<file path="config.mk">
export PLATFORM = sky130hd
export DESIGN_NAME = vec_ex_sequencer
export DESIGN_NICKNAME = d
export VERILOG_FILES = /design/src/rtl/vec_ex_sequencer.sv
export SDC_FILE = /design/constraint.sdc
export NUM_CORES = 1
export LEC_CHECK = 0
export CORE_MARGIN = 3
export CORE_UTILIZATION = 50
export DETAILED_ROUTE_END_ITERATION = 8
export PLACE_DENSITY = 0.86
export REMOVE_ABC_BUFFERS = 1
export SYNTH_ARGS = -nofsm -noshare
export SYNTH_HDL_FRONTEND = slang
export SYNTH_SLANG_ARGS = --single-unit
</file>
<file path="constraint.sdc">
create_clock -name I_CLOCK -period 8 [get_ports I_CLOCK]
set_input_delay 1.2 -clock I_CLOCK [delete_from_list [all_inputs] [get_ports I_CLOCK]]
set_output_delay 1.2 -clock I_CLOCK [all_outputs]
set_load 0.02 [all_outputs]
</file>
<file path="src/rtl/vec_ex_sequencer.sv">
// Lane-serial vector EX sequencer: one shared lane ALU, IDLE/RUN/DONE FSM.
// Define VEC_SAT_EN for signed saturating VADD lanes (default: wrapping).
module vec_ex_sequencer #(
  parameter int LANE_WIDTH    = 16,
  parameter int LANES         = 4,
  parameter int VREG_ID_WIDTH = 5
) (
  input  logic                          I_CLOCK,
  input  logic                          I_RESET_N,
  input  logic                          I_Start,
  input  logic                          I_DE_Valid,
  input  logic [1:0]                    I_VecOp,
  input  logic [LANES*LANE_WIDTH-1:0]   I_VecSrc1Value,
  input  logic [LANES*LANE_WIDTH-1:0]   I_VecSrc2Value,
  input  logic [LANE_WIDTH-1:0]         I_Imm,
  input  logic [1:0]                    I_Idx,
  input  logic [VREG_ID_WIDTH-1:0]      I_DestVRegIdx,
  input  logic                          I_Flush,
  input  logic                          I_GPUStallSignal,
  output logic                          O_Busy,
  output logic [LANES*LANE_WIDTH-1:0]   O_VecDestValue,
  output logic [VREG_ID_WIDTH-1:0]      O_DestVRegIdx,
  output logic                          O_VRegWEn
);

  localparam int VW  = LANES * LANE_WIDTH;
  localparam int CW  = (LANES > 1) ? $clog2(LANES) : 1;
  localparam int MSB = LANE_WIDTH - 1;
  localparam logic [CW-1:0] LAST = CW'(LANES - 1);

  typedef enum logic [1:0] {IDLE, RUN, DONE} state_t;
  typedef enum logic [1:0] {VADD, VMOV, VMOVI, VCOMPMOV} op_t;

  state_t                  state;
  op_t                     op_q;
  logic [CW-1:0]           cnt;
  logic [VW-1:0]           src1_q;
  logic [VW-1:0]           src2_q;
  logic [VW-1:0]           acc;
  logic [LANE_WIDTH-1:0]   imm_q;
  logic [1:0]              idx_q;

  logic [LANE_WIDTH-1:0]   lane_a;
  logic [LANE_WIDTH-1:0]   lane_b;
  logic [LANE_WIDTH-1:0]   add_res;
  logic [LANE_WIDTH-1:0]   lane_res;
  logic [VW-1:0]           acc_nx;
  logic [VW-1:0]           cmp_val;

  always_comb begin
    lane_a = '0;
    lane_b = '0;
    for (int i = 0; i < LANES; i++) begin
      if (cnt == CW'(i)) begin
        lane_a = src1_q[i*LANE_WIDTH +: LANE_WIDTH];
        lane_b = src2_q[i*LANE_WIDTH +: LANE_WIDTH];
      end
    end
  end

`ifdef VEC_SAT_EN
  logic [LANE_WIDTH-1:0] sum;
  logic                  ovf;

  // Overflow only when both operands share a sign the sum lost.
  always_comb begin
    sum     = lane_a + lane_b;
    ovf     = (lane_a[MSB] == lane_b[MSB]) && (sum[MSB] != lane_a[MSB]);
    add_res = ovf ? {lane_a[MSB], {(LANE_WIDTH-1){~lane_a[MSB]}}} : sum;
  end
`else
  always_comb begin
    add_res = lane_a + lane_b;
  end
`endif

  always_comb begin
    lane_res = lane_a;
    unique case (op_q)
      VADD:     lane_res = add_res;
      VMOV:     lane_res = lane_a;
      VMOVI:    lane_res = imm_q;
      VCOMPMOV: lane_res = lane_a;
      default:  lane_res = lane_a;
    endcase
  end

  always_comb begin
    acc_nx  = acc;
    cmp_val = src1_q;
    for (int i = 0; i < LANES; i++) begin
      if (cnt == CW'(i))
        acc_nx[i*LANE_WIDTH +: LANE_WIDTH] = lane_res;
      if (int'(idx_q) == i)
        cmp_val[i*LANE_WIDTH +: LANE_WIDTH] = imm_q;
    end
  end

  always_ff @(negedge I_CLOCK or negedge I_RESET_N) begin
    if (!I_RESET_N) begin
      state          <= IDLE;
      op_q           <= VADD;
      cnt            <= '0;
      src1_q         <= '0;
      src2_q         <= '0;
      acc            <= '0;
      imm_q          <= '0;
      idx_q          <= '0;
      O_Busy         <= 1'b0;
      O_VecDestValue <= '0;
      O_DestVRegIdx  <= '0;
      O_VRegWEn      <= 1'b0;
    end else begin
      unique case (state)
        IDLE: begin
          if (I_Start && I_DE_Valid && !I_Flush) begin
            state         <= RUN;
            op_q          <= op_t'(I_VecOp);
            cnt           <= '0;
            src1_q        <= I_VecSrc1Value;
            src2_q        <= I_VecSrc2Value;
            imm_q         <= I_Imm;
            idx_q         <= I_Idx;
            O_DestVRegIdx <= I_DestVRegIdx;
            O_Busy        <= 1'b1;
          end
        end
        RUN: begin
          if (I_Flush) begin
            state  <= IDLE;
            O_Busy <= 1'b0;
          end else if (!I_GPUStallSignal) begin
            if (op_q == VCOMPMOV) begin
              state          <= DONE;
              O_VecDestValue <= cmp_val;
              O_VRegWEn      <= 1'b1;
            end else begin
              acc <= acc_nx;
              cnt <= cnt + 1'b1;
              if (cnt == LAST) begin
                state          <= DONE;
                O_VecDestValue <= acc_nx;
                O_VRegWEn      <= 1'b1;
              end
            end
          end
        end
        DONE: begin
          if (!I_GPUStallSignal) begin
            state     <= IDLE;
            O_VRegWEn <= 1'b0;
            O_Busy    <= 1'b0;
          end
        end
        default: begin
          state     <= IDLE;
          O_VRegWEn <= 1'b0;
          O_Busy    <= 1'b0;
        end
      endcase
    end
  end

endmodule

</file>
## Yosys cells after proc, flatten, opt, wreduce, memory -nomap -nowiden

Cells that the tools add are included.

- Add/sub/neg operators: 2
- Equal/unequal tests: 20
- Multiplexer cells: 40
- Bitwise gates (word level): 4
- Reduce and logical (&&, ||, !) cells: 16

Operators with widths:

| operator | count |
|---|---|
| $mux W16 | 16 |
| $mux W64 | 2 |
| $pmux W16 S3 | 1 |
| $mux W2 | 10 |
| $add A16 B16 Y16 | 1 |
| $eq A2 B2 Y1 const B | 7 |
| $ne A2 B2 Y1 const B | 6 |
| $reduce_and A4 Y1 | 3 |
| $reduce_and A5 Y1 | 2 |
| $eq A2 B1 Y1 const B | 4 |
| $logic_not A2 Y1 | 4 |
| $mux W1 | 7 |
| $ne A3 B3 Y1 const B | 2 |
| $pmux W1 S3 | 2 |
| $pmux W2 S3 | 1 |
| $ne A4 B4 Y1 const B | 1 |
| $not A1 Y1 | 4 |
| $pmux W2 S2 | 1 |
| $reduce_bool A2 Y1 | 2 |
| $reduce_and A3 Y1 | 1 |
| $add A2 B1 Y2 const B | 1 |
| $logic_and A1 B1 Y1 | 2 |
| $reduce_and A2 Y1 | 1 |
| $logic_not A1 Y1 | 1 |

- Flip-flop bits (word level): 287
- Output and inout bits: 71

## Logic depth before layout (Yosys ltp)

Gate-level depths: netlist of the first run.

- Depth after elaboration: 10
- Gate-level depth with buffers: 23
- Gate-level depth less buffers: 19

==> flow_summary.json, run 1 <==
{
  "grt_pass1_wl_mm": 65.3,
  "grt_pass1_vias": 11900,
  "grt_max_degree": 88,
  "power_w": 0.00602,
  "crit_path_end_kind": "flip-flop",
  "worstPathRequired_ps": 4370,
  "dp_hpwl_mm": 27.7,
  "synth-async-reset-ratio": 1.00,
  "ir_drop_uv": 205,
  "drt_iter0_drc": 1205,
  "tightest_slew_ps": 1040,
  "num_antenna_cells": 0,
  "final_cell_count_no_fill": 1935,
  "hold_path.class": "flip-flop to flip-flop",
  "synth_edf_count": 0,
  "htreeDepth": 1,
  "cts_buffers": 29,
  "wl_met2_mm": 19.4,
  "cts_max_path_buffers": 3,
  "syn_inst": 1361,
  "initial_core_util": 0.516,
  "place_ws_ps": 507,
  "syn_to_final_growth_pct": 24.5,
  "p_per_area_mw_per_mm2": 343,
  "finalHoldViolCount": 0,
  "final_nets": 1725,
  "dp_cells": 1884,
  "rows": 60,
  "overflow": 0,
  "top_layer_used": "met5",
  "clk_pin_slew_worst_paths_ps": 50,
  "arrival_ps": 3350,
  "crit_fanout": 37,
  "syn_area_mm2": 0.0141,
  "wl_mm": 41.3,
  "ctsHoldBuffers": 0,
  "avgViaCountPerCell": 6.12,
  "yosysTopAreaCellShare": 0.481,
  "die_h_um": 174,
  "gp_congestion": 0.923,
  "rsz0062_at_grt": "false",
  "postLayoutCellArea_mm2": 0.0176,
  "fp.dieW_um": 174,
  "yosysWarnings": 0,
  "root_buffer": "clkbuf_16",
  "cts_resized": 0,
  "wl_met1_mm": 15.9,
  "drc_errors": 0,
  "ys_seq_area_frac": 0.481,
  "p_leak_nw": 7.35,
  "drt_pass1_iterations": 6,
  "ys.flop_type": "dfrtn_1",
  "cts_tree": "done",
  "relSlewSlack": 0.304,
  "wl_per_cell_um": 21.4,
  "io_pins": 230,
  "dieArea_mm2": 0.0303,
  "drive_above_1_share": 0.183,
  "fin_ws_ps": 1020,
  "yosys-top-cells-count": "dfrtn_1 (271), mux2_2 (172), a21oi_1 (149), nand2_1 (144), o21ai_0 (105)",
  "cts_setup_buffers": 0,
  "avgSynthCellArea_um2": 10.4,
  "setup_violations": 0,
  "clock-skew-final_ps": 12.5,
  "path_class": "primary input to flip-flop",
  "synth-seq-cells": 271,
  "clk_latency_ps": 550,
  "core_mm2": 0.0273,
  "vias": 11800,
  "synth_cell_type_count": 75,
  "synth_top_area_cell": "dfrtn_1",
  "nFillCells": 2162,
  "grt_antenna_before_repair": 1,
  "cts_sinks": 271,
  "max_cap_viol_count": 0,
  "status": "complete, no violations",
  "setup-tns-final_ps": 0,
  "io_buffers": 229,
  "slew_violations": 0,
  "synthTopCellsByArea": "dfrtn_1 (48%), mux2_2 (14%), a21oi_1 (5.3%)",
  "postPlaceCellArea_mm2": 0.0167,
  "ant_nets": 0,
  "startpoint_type": "primary input",
  "synth.most_common_cell": "dfrtn_1",
  "wl_met3_mm": 4.42,
  "track_usage": 0.267
}
final cells by class:
class	instances	area, µm²	share of cell area
Timing Repair Buffer	256	2550	0.145
Sequential cell	271	6780	0.386
Clock inverter	5	27.5	0.00157
Tap cell	372	465	0.0265
Inverter	15	56.3	0.00321
Multi-Input combinational cell	970	6820	0.389
Clock buffer	46	860	0.0489
through the flow:
stage                     hold slack, ps  utilization
after detailed placement             424        0.610
after global placement               416        0.610
after CTS                            424        0.643
after floorplan                      403            -
after global routing                 449        0.643
final                                420        0.643
cells in the final DEF (no fill, tap or decap), types with 7 or more instances in the layout:
cell type / instances
nor2_1: 81
inv_1: 15
mux2i_1: 56
o31ai_1: 10
a31oi_1: 27
a22oi_1: 10
nand3_1: 25
dfrtn_1: 271
a21oi_1: 149
a221o_1: 11
mux2_2: 172
clkdlybuf4s50_1: 228
ha_1: 17
o21ai_0: 105
a221oi_1: 16
nand3b_1: 16
buf_4: 23
clkbuf_8: 7
nor2b_1: 14
clkbuf_16: 29
or3_1: 7
nand2_1: 144
clkbuf_1: 10
sequential cells by signal, indices dropped and copies added, names as in the netlist:
name,count
O_VecDestValue,64
src1_q,64
src2_q,64
acc,48
imm_q,16
O_DestVRegIdx,5
cnt,2
idx_q,2
op_q,2
state,2
O_Busy,1
O_VRegWEn,1
worst paths after layout:
path,slack [ps],end,start,cells past startpoint
max in group asynchronous,2540,src1_q[1]$_DFFE_NN0P_,I_RESET_N,2
min,420,acc[38]$_DFFE_NN0P_,acc[38]$_DFFE_NN0P_,2
min in group asynchronous,4540,src2_q[33]$_DFFE_NN0P_,I_RESET_N,1
max reg2reg,3210,O_VecDestValue[13]$_DFFE_NN0P_,cnt[0]$_DFFE_NN0P_,18
min reg2reg,420,acc[38]$_DFFE_NN0P_,acc[38]$_DFFE_NN0P_,2
max,1020,O_VecDestValue[12]$_DFFE_NN0P_,I_Flush,8
critical path, stage by stage:
cell	delay, ps
clkdlybuf4s50_1	500
nor4b_2	430
buf_4	270
nor2b_2	150
buf_4	400
a31oi_1	170
o21ai_0	120
o21ai_0	110
report_power, final:
part           switching, W  total, W  internal (W)
registers          0.000318   0.00213       0.00181
clock network      0.000547   0.00128      0.000729
logic               0.00150   0.00262       0.00112
routing by layer:
metal	GRT usage	up-vias
li1	-	5287
met1	0.346	5727
met2	0.432	691
met3	0.0710	132
met4	0.0979	2
met5	0	-
cell families (layout without fill, tap and decap cells):
family | Yosys count | count (layout) | share of synthesized area
mux | 228 | 228 | 0.177
flops | 271 | 271 | 0.481
xor+xnor | 5 | 5 | 0.00311
fa+ha+maj | 23 | 23 | 0.0209
simple gates | 322 | 322 | 0.104
buf+inv | 120 | 322 | 0.0405
compound gates | 392 | 392 | 0.173
(Power assumes the default switching activity.)
==> run 2: changes to the inputs <==
--- a/config.mk
+++ b/config.mk
@@ -6,9 +6,10 @@
 export NUM_CORES = 1
 export LEC_CHECK = 0
 export CORE_MARGIN = 3
-export CORE_UTILIZATION = 50
+export CORE_UTILIZATION = 25
+export CTS_CLUSTER_SIZE = 12
 export DETAILED_ROUTE_END_ITERATION = 8
-export PLACE_DENSITY = 0.86
+export PLACE_DENSITY = 0.54
 export REMOVE_ABC_BUFFERS = 1
 export SYNTH_ARGS = -nofsm -noshare
 export SYNTH_HDL_FRONTEND = slang
==> flow_summary.json, run 2 (synthesized netlist as in run 1, its figures left out) <==
{
  "status": "complete, no violations",
  "hold_end": "acc[0]$_DFFE_NN0P_",
  "ctsHoldBuffers": 0,
  "max_cap_viol_count": 0,
  "avgViaCountPerCell": 4.91,
  "whs_ps": 421,
  "finalHoldViolCount": 0,
  "arrival_ps": 3490,
  "final_common_cell": "dfrtn_1",
  "ff2ff_path_depth": 15,
  "r2r_start": "cnt[0]$_DFFE_NN0P_",
  "cts_buffers": 37,
  "crit_path_end_kind": "flip-flop",
  "fin_ws_ps": 903,
  "place_ws_ps": 376,
  "clock-skew-final_ps": 13.2,
  "cts_tree": "done",
  "rows": 86,
  "drt_iter0_drc": 698,
  "drive_above_1_share": 0.198,
  "vias": 11500,
  "final_cell_count_no_fill": 2336,
  "wl_mm": 49.9,
  "root_buffer": "clkbuf_16",
  "wl_per_cell_um": 21.3,
  "cts_resized": 0,
  "setup_violations": 0,
  "clk_latency_ps": 560,
  "tightest_slew_ps": 1020,
  "cts_max_path_buffers": 3,
  "drt_pass1_iterations": 5,
  "grt_max_degree": 90,
  "cts_setup_buffers": 0,
  "rrSetupSlack_ps": 3070,
  "grt_pass1_wl_mm": 75.3,
  "die_h_um": 244,
  "path_class": "primary input to flip-flop",
  "dieArea_mm2": 0.0593,
  "overflow": 0,
  "worstPathRequired_ps": 4400,
  "syn_to_final_growth_pct": 31.3,
  "grt_antenna_before_repair": 4,
  "rr_endpoint": "O_VecDestValue[14]$_DFFE_NN0P_",
  "p_per_area_mw_per_mm2": 352,
  "mostFrequentLayoutCells": "dfrtn_1 (271), clkdlybuf4s50_1 (228), mux2_2 (172)",
  "min-delay-start": "acc[0]$_DFFE_NN0P_",
  "rsz0062_at_grt": "false",
  "io_buffers": 229,
  "cts_sinks": 271,
  "io_pins": 230,
  "grt_pass1_vias": 11800,
  "startpoint_type": "primary input",
  "ir_drop_uv": 127,
  "clk_pin_slew_worst_paths_ps": 50,
  "relSlewSlack": 0.316,
  "track_usage": 0.166,
  "dp_hpwl_mm": 33.7,
  "gp_congestion": 0.790,
  "crit_fanout": 27,
  "setup-tns-final_ps": 0,
  "htreeDepth": 2,
  "min_path_cells": 2,
  "hold_path.class": "flip-flop to flip-flop",
  "final_nets": 1741,
  "slew_violations": 0,
  "fp.dieW_um": 244,
  "dp_cells": 2268,
  "drc_errors": 0,
  "final_util": 0.334,
  "top_regs": "O_VecDestValue: 64 flops, src1_q: 64 flops, src2_q: 64 flops",
  "initial_core_util": 0.254,
  "p_leak_nw": 7.60,
  "ant_nets": 0,
  "core_mm2": 0.0554
}
## run 2: changes by cell type in the layout (fill, tap and decap cells not counted), sizes merged
cell,previous run,this run
clkbuf,46,57
buf,28,36
bufinv,0,1
clkinv,4,8
inv,15,16
clkinvlp,1,0
diode,0,1
## run 2: per-stage QoR
stage / instance area (µm²) / total power (W)
2_1_floorplan: 13600 / 0.00375
3_5_place_dp: 17300 / 0.00485
6_report: 18500 / 0.00651
5_1_grt: 18500 / 0.00693
3_3_place_gp: 17300 / 0.00480
4_1_cts: 18500 / 0.00659
## run 2: power breakdown
group | internal (W) | total, W | switching, W
sequential | 0.00181 | 0.00213 | 0.000318
combinational | 0.00113 | 0.00269 | 0.00156
clock | 0.00103 | 0.00169 | 0.000662
## run 2: worst max path at each step
stage / startpoint / to / cells after the start
after floorplan: I_Flush / O_DestVRegIdx[0]$_DFFE_NN0P_ / 2
after global placement: I_Flush / O_VecDestValue[18]$_DFFE_NN0P_ / 7
after detailed placement: I_Flush / O_VecDestValue[25]$_DFFE_NN0P_ / 7
after CTS: I_Flush / O_VecDestValue[15]$_DFFE_NN0P_ / 7
after global routing: I_Flush / O_VecDestValue[18]$_DFFE_NN0P_ / 7
final: I_Flush / O_VecDestValue[15]$_DFFE_NN0P_ / 7
## run 2: metal layers
metal / vias to the layer above / track usage / wire length (µm)
met3: 85 / 0.0428 / 3260
met5: - / 0 / 46
met4: 6 / 0.0578 / 1480
li1: 5325 / - / -
met1: 5718 / 0.214 / 21700
met2: 325 / 0.271 / 23300
## run 2: area by class of cell
class | instances | area (µm²)
Inverter | 15 | 56.3
Fill cell | 5643 | 36900
Clock buffer | 57 | 1160
Clock inverter | 10 | 78.8
Sequential cell | 271 | 6780
Multi-Input combinational cell | 970 | 6850
Antenna cell | 1 | 2.50
Tap cell | 748 | 936
Timing Repair Buffer | 264 | 2650
## run 2: worst max-delay path: stages
cell and delay, ps:
clkdlybuf4s50_1 500, nor4b_2 510, buf_4 280, o21ai_4 230, buf_4 360, a221oi_1 280, a21oi_1 110
